File: src/rtl/seq_magnitude_comparator_if.sv
// Operand/result bundle for seq_magnitude_comparator.
// The producer drives a/b/is_signed and consumes eq/gt/lt; the comparator is the slave.
interface seq_magnitude_comparator_if #(
  parameter int WIDTH = 32
);
  // Handshake rules: a transfer happens on a rising clock edge where valid && ready.
  // A source that raises valid keeps valid and its payload unchanged until that transfer.
  // ready may change freely and never depends on valid in the same cycle.
  logic             in_valid;
  logic             in_ready;
  logic [WIDTH-1:0] a;
  logic [WIDTH-1:0] b;
  logic             is_signed;
  logic             out_valid;
  logic             out_ready;
  logic             eq;
  logic             gt;
  logic             lt;

  modport master (
    output in_valid, a, b, is_signed, out_ready,
    input  in_ready, out_valid, eq, gt, lt
  );

  modport slave (
    input  in_valid, a, b, is_signed, out_ready,
    output in_ready, out_valid, eq, gt, lt
  );
endinterface

File: src/rtl/seq_magnitude_comparator.sv
// Multi-cycle MSB-first magnitude comparator, CHUNK bits per cycle, with signed mode.
// Optional macro SEQ_CMP_EARLY_EXIT_EN ends the scan at the first differing chunk.
module seq_magnitude_comparator #(
  parameter int WIDTH = 32,
  parameter int CHUNK = 2
) (
  input  logic                        clock,
  input  logic                        reset,
  seq_magnitude_comparator_if.slave   bus,
  output logic [1:0]                  state_dbg
);
  localparam int NCHUNK = WIDTH / CHUNK;
  localparam int IDX_W  = (NCHUNK > 1) ? $clog2(NCHUNK) : 1;

  localparam logic [1:0] S_IDLE = 2'd0;
  localparam logic [1:0] S_SCAN = 2'd1;
  localparam logic [1:0] S_DONE = 2'd2;

  generate
    if (CHUNK < 1 || (WIDTH % CHUNK) != 0) begin : g_bad_chunk
      $error("seq_magnitude_comparator: CHUNK must be >= 1 and divide WIDTH");
    end
  endgenerate

  logic [1:0]       state;
  logic [WIDTH-1:0] a_q;
  logic [WIDTH-1:0] b_q;
  logic             eq_acc;
  logic             gt_acc;
  logic [IDX_W-1:0] idx;
  logic             eq_q;
  logic             gt_q;
  logic             lt_q;

  logic [WIDTH-1:0] msb_mask;
  logic [CHUNK-1:0] ac;
  logic [CHUNK-1:0] bc;
  logic             eq_nx;
  logic             gt_nx;
  logic             early_exit;
  logic             scan_done;

  // Flipping the sign bit of both operands maps two's-complement order onto unsigned order.
  always_comb begin
    msb_mask          = '0;
    msb_mask[WIDTH-1] = bus.is_signed;
  end

  always_comb begin
    ac    = a_q[idx*CHUNK +: CHUNK];
    bc    = b_q[idx*CHUNK +: CHUNK];
    eq_nx = eq_acc;
    gt_nx = gt_acc;
    if (eq_acc) begin
      eq_nx = (ac == bc);
      gt_nx = (ac > bc);
    end
`ifdef SEQ_CMP_EARLY_EXIT_EN
    early_exit = eq_acc && (ac != bc);
`else
    early_exit = 1'b0;
`endif
    scan_done = (idx == '0) || early_exit;
  end

  always_ff @(posedge clock or posedge reset) begin
    if (reset) begin
      state  <= S_IDLE;
      a_q    <= '0;
      b_q    <= '0;
      eq_acc <= 1'b1;
      gt_acc <= 1'b0;
      idx    <= '0;
      eq_q   <= 1'b0;
      gt_q   <= 1'b0;
      lt_q   <= 1'b0;
    end else begin
      case (state)
        S_IDLE: begin
          if (bus.in_valid) begin
            a_q    <= bus.a ^ msb_mask;
            b_q    <= bus.b ^ msb_mask;
            eq_acc <= 1'b1;
            gt_acc <= 1'b0;
            idx    <= IDX_W'(NCHUNK - 1);
            state  <= S_SCAN;
          end
        end
        S_SCAN: begin
          eq_acc <= eq_nx;
          gt_acc <= gt_nx;
          if (scan_done) begin
            // Result registers load on the same edge as the last scanned chunk.
            eq_q  <= eq_nx;
            gt_q  <= gt_nx;
            lt_q  <= !eq_nx && !gt_nx;
            state <= S_DONE;
          end else begin
            idx <= idx - IDX_W'(1);
          end
        end
        S_DONE: begin
          if (bus.out_ready) begin
            state <= S_IDLE;
          end
        end
        default: state <= S_IDLE;
      endcase
    end
  end

  assign bus.in_ready  = (state == S_IDLE);
  assign bus.out_valid = (state == S_DONE);
  assign bus.eq        = eq_q;
  assign bus.gt        = gt_q;
  assign bus.lt        = lt_q;
  assign state_dbg     = state;
endmodule

File: src/flat_wrapper.sv
// flat-port wrapper written by rule: the top's interface ports become plain ports
module seq_magnitude_comparator_flat 
#(
  parameter int WIDTH = 32,
  parameter int CHUNK = 2
)
  (clock, reset, state_dbg, bus_in_valid, bus_a, bus_b, bus_is_signed, bus_out_ready, bus_in_ready, bus_out_valid, bus_eq, bus_gt, bus_lt);
  seq_magnitude_comparator_if #(.WIDTH(WIDTH)) bus_i ();
  input  logic clock;
  input  logic reset;
  output logic [1:0] state_dbg;
  input wire logic [$bits(bus_i.in_valid)-1:0] bus_in_valid;
  input wire logic [$bits(bus_i.a)-1:0] bus_a;
  input wire logic [$bits(bus_i.b)-1:0] bus_b;
  input wire logic [$bits(bus_i.is_signed)-1:0] bus_is_signed;
  input wire logic [$bits(bus_i.out_ready)-1:0] bus_out_ready;
  output wire logic [$bits(bus_i.in_ready)-1:0] bus_in_ready;
  output wire logic [$bits(bus_i.out_valid)-1:0] bus_out_valid;
  output wire logic [$bits(bus_i.eq)-1:0] bus_eq;
  output wire logic [$bits(bus_i.gt)-1:0] bus_gt;
  output wire logic [$bits(bus_i.lt)-1:0] bus_lt;
  assign bus_i.in_valid = bus_in_valid;
  assign bus_i.a = bus_a;
  assign bus_i.b = bus_b;
  assign bus_i.is_signed = bus_is_signed;
  assign bus_i.out_ready = bus_out_ready;
  assign bus_in_ready = bus_i.in_ready;
  assign bus_out_valid = bus_i.out_valid;
  assign bus_eq = bus_i.eq;
  assign bus_gt = bus_i.gt;
  assign bus_lt = bus_i.lt;
  seq_magnitude_comparator #(.WIDTH(WIDTH), .CHUNK(CHUNK)) u_core (.clock(clock), .reset(reset), .bus(bus_i), .state_dbg(state_dbg));
endmodule
File: config.mk
export PLATFORM = sky130hd
export DESIGN_NAME = seq_magnitude_comparator_flat
export DESIGN_NICKNAME = d
export VERILOG_FILES = /design/src/rtl/seq_magnitude_comparator_if.sv /design/src/rtl/seq_magnitude_comparator.sv /design/src/flat_wrapper.sv
export SDC_FILE = /design/constraint.sdc
export NUM_CORES = 1
export LEC_CHECK = 0
export CORE_MARGIN = 3
export CORE_UTILIZATION = 25
export DETAILED_ROUTE_END_ITERATION = 12
export SLEW_MARGIN = 20
export SYNTH_ARGS = -nofsm -noshare
export SYNTH_HDL_FRONTEND = slang
export SYNTH_SLANG_ARGS = --single-unit
File: constraint.sdc
create_clock -name clock -period 3.1 [get_ports clock]
set_input_delay 0.62 -clock clock [delete_from_list [all_inputs] [get_ports clock]]
set_output_delay 0.62 -clock clock [all_outputs]
set_load 0.1 [all_outputs]
==> out/metrics.csv, run 1 <==
metric,value,unit
status,finished clean,
Yosys warnings,0,
diode count,0,
Fmax achieved,342.9,MHz
final slew viol count,0,
Final Net Count,403,
maxcap violations,0,
Total Die Area,0.01587,sq mm
Synth cell types,43,
Clock Pin Slew Worst Setup and Hold Paths,0.06,ns
cts bufs inserted,9,
I/O pins,76,
CP endpoint kind,flip-flop,
post-cts sizing count,0,
syn avg cell area,14.23,sq um
Setup Buffers After CTS,0,
clock power share,24.6,%
vias in the first global route,2469,
Comb pwr share,39.2,%
Syn-to-layout area delta,35.91,%
drt pass-1 iters,4,
Final Cycle Share,94.06,%
Skew-Pair Late Insertion Delay,0.33,ns
Std-Cell Rows,43,
final setup fails,0,
Setup Skew,0.005131,ns
Placer Congestion,0.7789,
Peak VDD IR,0.0003696,V
Int Pwr,3374,uW
root buf cell,clkbuf_16,
post-synthesis sequential area ratio,52.17,%
Hold Crit Class,reg2reg,
cts-stage hold buffer count,0,
Critical Path RT,3.32,ns
IO buf count,75,
RSZ-0062 raised after global routing,false,
slew margin rel.,64.24,%
setup TNS,0,ns
post-synthesis mux area share,30.34,%
synthesized instance count,253,
layout cell share with drive strength beyond 1,33.43,%
Synth Area in XOR/XNOR,0.4866,%
post-synthesis adder-cell area fraction,1.043,%
Die Ht,126.0,um
detailed-route via count,2264,
initial antenna violation count,0,
maximum fanout along the worst path,5,
post-synth net total,325,
switch share,31.44,%
H-Tree Depth,3,
largest net degree at the start of global routing,48,
first-pass GRT wire length,12990,um
hold slack,0.4849,ns
simple-gate area share of the yosys netlist,5.283,%
Cell Pwr Density,1006,mW/mm^2
All-Layer GR Usage,10.40,%
CTS tree,built,
DRC errors left,0,
Flop pwr share,36.2,%
post-route antenna net violation count,0,
TritonCTS Sinks,75,
final count of hold timing violations,0,
crit start category,flip-flop,
Net Sw Power,1547,uW
routed len/inst,15.55,um
Die X,126.0,um
Setup CP Type,reg2reg,
mapped cell area,0.003600,sq mm
LEAKAGE,0.002026,uW
DRT iter0 DRCs,82,
Synth Area in Compound Gates,6.257,%
Final Routed Wirelength,8010,um
Max clock buf depth,2,
Via density,4.396,
synthesized flop and latch total,75,
Worst-Margin Slew,0.5358,ns
crit path DAT,3.14,ns
combinational family with the most area after synthesis,multiplexers,
Initial Util,25.73,%
GRT overflow,0,
core area,0.01399,sq mm
DP HPWL,6045,um
Final min period,2.916,ns
-- state kept, by name, summed over array words and instances, names as in the netlist, 2 cells and up --
register          count
u_core.b_q           32
u_core.a_q           32
u_core.idx            4
u_core.state_dbg      2
-- routing by layer --
layer / track usage, % / vias up / part of all wire [%]
met2: 16.65 / 54 / 49
met3: 3.393 / 8 / 4.7
met4: 3.218 / 0 / 1.5
met5: 0 / - / 0
li1: - / 1080 / -
met1: 13.44 / 1122 / 45
-- worst paths after layout --
check	start	endpoint	slack (ns)	cells past startpoint
max in group asynchronous	reset	u_core.a_q[28]	1.84	3
hold reg to reg	u_core.bus.gt	u_core.bus.gt	0.48	2
setup / recovery	u_core.idx[0]	u_core.bus.lt	0.18	9
setup reg to reg	u_core.idx[0]	u_core.bus.lt	0.18	9
hold / removal	u_core.bus.gt	u_core.bus.gt	0.48	2
min in group asynchronous	reset	u_core.b_q[3]	0.64	2
-- power by group through the flow --
stage | combinational, uW | sequential (uW) | clock (uW)
2_1_floorplan | 1450 | 1780 | 0
3_3_place_gp | 1900 | 1800 | 0
3_5_place_dp | 1940 | 1810 | 0
4_1_cts | 1960 | 1790 | 1240
5_1_grt | 2120 | 1850 | 1290
6_report | 1930 | 1780 | 1210
-- kinds of logic after synthesis --
| logic type | Yosys count |
|---|---|
| AO/OA/AOI/OAI | 33 |
| XOR/XNOR | 2 |
| adder cells (fa/ha/maj) | 3 |
| buffers and inverters | 24 |
| flip-flops | 75 |
| multiplexers | 83 |
| AND/OR/NAND/NOR | 33 |
-- critical path, stage by stage, from the launching register on --
cell	delay (ns)
dfrtp_1	0.39
buf_4	0.18
mux4_2	0.50
and2_1	0.18
a211oi_2	0.23
a21oi_1	0.07
ha_1	0.34
and3_1	0.20
or4b_4	0.50
a22o_1	0.21
-- per-stage QoR --
step | std cells | worst slack, ns | area [sq um] | power, uW | utilization, %
4_1_cts | 515 | 0.1632 | 4892 | 4992 | 34.97
6_report | 515 | 0.1840 | 4892 | 4921 | 34.97
3_5_place_dp | 500 | 0.1831 | 4542 | 3746 | 32.47
2_1_floorplan | 253 | 0.1643 | 3600 | 3236 | -
3_3_place_gp | 500 | 0.2297 | 4542 | 3698 | 32.47
5_1_grt | 515 | 0.04661 | 4892 | 5255 | 34.97
-- cells in the mapped netlist (all sizes together) --
| cell type | instances | area [sq um] |
|---|---|---|
| dfrtp | 74 | 1852 |
| mux2 | 68 | 765.7 |
| buf | 14 | 121.4 |
| mux4 | 12 | 296.5 |
| nor2 | 10 | 37.54 |
| inv | 8 | 30.03 |
| nand2 | 8 | 30.03 |
| o21ai | 8 | 40.04 |
| a21oi | 6 | 30.03 |
| a211oi | 5 | 42.54 |
| nor2b | 4 | 35.03 |
| ha | 3 | 37.54 |
| mux2i | 3 | 30.03 |
| nand2b | 3 | 18.77 |
| o22ai | 3 | 18.77 |
| a22oi | 2 | 15.01 |
| and2b | 2 | 15.01 |
| clkbuf | 2 | 7.510 |
| xnor2 | 2 | 17.52 |
| a22o | 1 | 8.760 |
| a2bb2oi | 1 | 8.760 |
| a31oi | 1 | 6.260 |
| and2 | 1 | 6.260 |
| and3 | 1 | 6.260 |
| dfstp | 1 | 26.28 |
| nand4b | 1 | 8.760 |
| nor3b | 1 | 12.51 |
| o211ai | 1 | 7.510 |
| o21a | 1 | 7.510 |
| o21bai | 1 | 7.510 |
| o2bb2ai | 1 | 8.760 |
| o31ai | 1 | 7.510 |
| o41ai | 1 | 16.27 |
| or3 | 1 | 6.260 |
| or4b | 1 | 13.76 |
-- cells in the final DEF (no fill, tap or decap), types with 2 or more instances in the layout --
master	synthesis	layout
inv_1	8	7
a211oi_1	4	4
nand2b_1	3	3
ha_1	3	3
clkdlybuf4s50_1	0	68
mux4_2	5	5
nand2_1	8	8
xnor2_1	2	2
nor2_1	10	10
buf_4	4	11
dfrtp_1	74	74
clkbuf_16	0	9
o22ai_1	3	3
o21ai_0	6	6
clkbuf_8	0	2
a22oi_1	2	2
buf_12	0	4
mux2_2	68	68
a21oi_1	6	6
nor2b_1	2	2
mux4_1	7	7
bufinv_16	0	3
mux2i_1	3	3
o21ai_1	2	2
-- area by class of cell --
| class | count | area [sq um] |
|---|---|---|
| clock buffers | 11 | 252.7 |
| well taps | 180 | 225.2 |
| inverters | 8 | 31.28 |
| flip-flops and latches | 75 | 1878 |
| clock inverters | 4 | 97.59 |
| fillers | 1366 | 9096 |
| multi-input cells | 154 | 1564 |
| repair buffers | 83 | 843.3 |
Power figures use the tool's default switching activity.
==> run 2, diff against run 1 <==
- CORE_MARGIN: 3 -> not set
- REMOVE_ABC_BUFFERS: not set -> 1
==> run 2 against run 1 <==
  * Cell count grew 0.19%
  * Maximum frequency grew 0.42%
  * Via count up 1.5%
  * Critical path type unchanged
==> out/metrics.csv, run 2 (synthesis results as in run 1) <==
metric,value,unit,change
status,finished clean,,
Clock Pin Slew Worst Setup and Hold Paths,0.06,ns,about the same
Skew-Pair Late Insertion Delay,0.32,ns,about the same
Final Routed Wirelength,7522,um,-6.1%
maximum fanout along the worst path,12,,+7
TritonCTS Sinks,75,,unchanged
fillcell total,1402,,+2.6%
final instance area,0.004826,sq mm,-1.4%
Cell Pwr Density,972.4,mW/mm^2,-3.3%
Final Net Count,403,,unchanged
final slew viol count,0,,unchanged
I/O pins,76,,unchanged
Die Ht,122.0,um,-3.2%
cts-stage hold buffer count,0,,unchanged
most frequent cells in the layout,"73 x dfrtp_1, 68 x mux2_2, 68 x clkdlybuf4s50_1",,
All-Layer GR Usage,10.95,%,+0.55 points
"delay-heaviest family, CP",simple AND/OR/NAND/NOR gates,,
vias in the first global route,2416,,-2.1%
critical path buffer and inverter count,1,,unchanged
crit path DAT,3.12,ns,-0.02 ns
Total Die Area,0.01488,sq mm,-6.2%
Max clock buf depth,2,,unchanged
maxcap violations,0,,unchanged
Setup CP Type,reg2reg,,
RSZ-0062 raised after global routing,false,,
Fmax achieved,344.4,MHz,+0.42%
largest net degree at the start of global routing,48,,unchanged
GRT overflow,0,,unchanged
final count of hold timing violations,0,,unchanged
crit start category,flip-flop,,
Min-Delay Path Depth,2,,unchanged
Syn-to-layout area delta,34.06,%,
final core utilization,34.50,%,-0.47 points
layout cell share with drive strength beyond 1,33.63,%,+0.20 points
CP max stage delay,0.51,ns,about the same
crit-path cells,"buf_12, mux4_2, and2_1, a211oi_2, a21oi_1, ha_1, and3_1, or4b_4, a22o_1",,
Std-Cell Rows,43,,unchanged
Final min period,2.904,ns,-0.01232 ns
cts bufs inserted,9,,unchanged
H-Tree Depth,3,,unchanged
Initial Util,25.73,%,unchanged
"Slowest-stage cell, CP",or4b_4,,
placed inst area,0.004529,sq mm,-0.28%
Peak VDD IR,0.0002913,V,-21%
root buf cell,clkbuf_16,,
largest registers,"u_core.a_q x32, u_core.b_q x32, u_core.idx x4",,
DP HPWL,5832,um,-3.5%
"commonest non-fill, non-tap cell in the layout",dfrtp_1,,
hold slack,0.4891,ns,+0.004168 ns
slew margin rel.,45.79,%,-18 points
Die X,122.0,um,-3.2%
Critical Path RT,3.31,ns,about the same
FF-to-FF path depth,9,,unchanged
Hold Crit Class,reg2reg,,
Placer Congestion,0.7749,,-0.51%
detailed-route via count,2298,,+1.5%
Worst-Margin Slew,0.8123,ns,+0.2764 ns
initial antenna violation count,0,,unchanged
CTS tree,built,,
core area,0.01399,sq mm,unchanged
Setup Skew,0.004150,ns,-0.0009803 ns
first-pass GRT wire length,12250,um,-5.7%
DRT iter0 DRCs,68,,-17%
diode count,0,,unchanged
DRC errors left,0,,unchanged
final setup fails,0,,unchanged
Tot Pwr,4693,uW,-4.6%
routed len/inst,14.58,um,-6.3%
IO buf count,75,,unchanged
CP endpoint kind,flip-flop,,
Via density,4.453,,+1.3%
Final Cycle Share,93.67,%,-0.40 points
Critical Path Stages,9,,unchanged
drt pass-1 iters,4,,unchanged
LEAKAGE,0.002000,uW,-1.3%
post-route antenna net violation count,0,,unchanged
-- run 2: changes by cell type in the layout (fill, tap and decap cells not counted), sizes merged --
cell	delta
clkinv	+3
bufinv	-2
-- run 2: final cells by class --
cell class	instances	area (sq um)	area share [%]
well taps	180	225.2	4.667
inverters	8	31.28	0.6482
multi-input cells	154	1564	32.41
repair buffers	83	830.8	17.22
flip-flops and latches	75	1879	38.94
clock buffers	11	242.7	5.030
clock inverters	5	52.55	1.089
-- run 2: worst paths after layout --
| path | startpoint | end | slack (ns) |
|---|---|---|---|
| worst max-delay path | u_core.idx[0] | u_core.bus.lt | 0.20 |
| worst min-delay path | u_core.gt_acc | u_core.gt_acc | 0.49 |
| worst max register to register | u_core.idx[0] | u_core.bus.lt | 0.20 |
| worst min register to register | u_core.gt_acc | u_core.gt_acc | 0.49 |
| max in group asynchronous | reset | u_core.idx[0] | 1.73 |
| min in group asynchronous | reset | u_core.b_q[19] | 0.74 |
-- run 2: timing repair --
item	CTS	global route
setup buffers	0	0
endpoints found under the setup margin	0	1
resized for setup	0	1
endpoints found under the hold margin	0	0
-- run 2: report_power, final --
part,total [uW],internal (uW),switching [uW]
clock network,1020,640,377
registers,1790,1470,315
logic,1890,1070,816
total,4690,3180,1510
-- run 2: worst register-to-register path, cell delays in order (launching register included) --
cell,delay (ns)
dfrtp_2,0.42
buf_12,0.16
mux4_2,0.50
and2_1,0.17
a211oi_2,0.21
a21oi_1,0.08
ha_1,0.34
and3_1,0.20
or4b_4,0.51
a22o_1,0.21
-- run 2: routing by layer --
| layer | GRT usage [%] | part of all wire [%] | wire, um |
|---|---|---|---|
| met5 | 0 | 0 | 0 |
| met4 | 3.935 | 1.3 | 95 |
| met1 | 14.36 | 46 | 3425 |
| met3 | 3.043 | 4.7 | 351 |
| met2 | 17.20 | 49 | 3650 |
-- run 2: stage by stage --
step / setup TNS [ns] / instances / setup slack [ns]
6_report: 0 / 516 / 0.1963
2_1_floorplan: -0.4707 / 237 / -0.06126
4_1_cts: 0 / 516 / 0.1116
5_1_grt: 0 / 516 / 0.06141
3_3_place_gp: 0 / 500 / 0.1917
3_5_place_dp: 0 / 500 / 0.1275
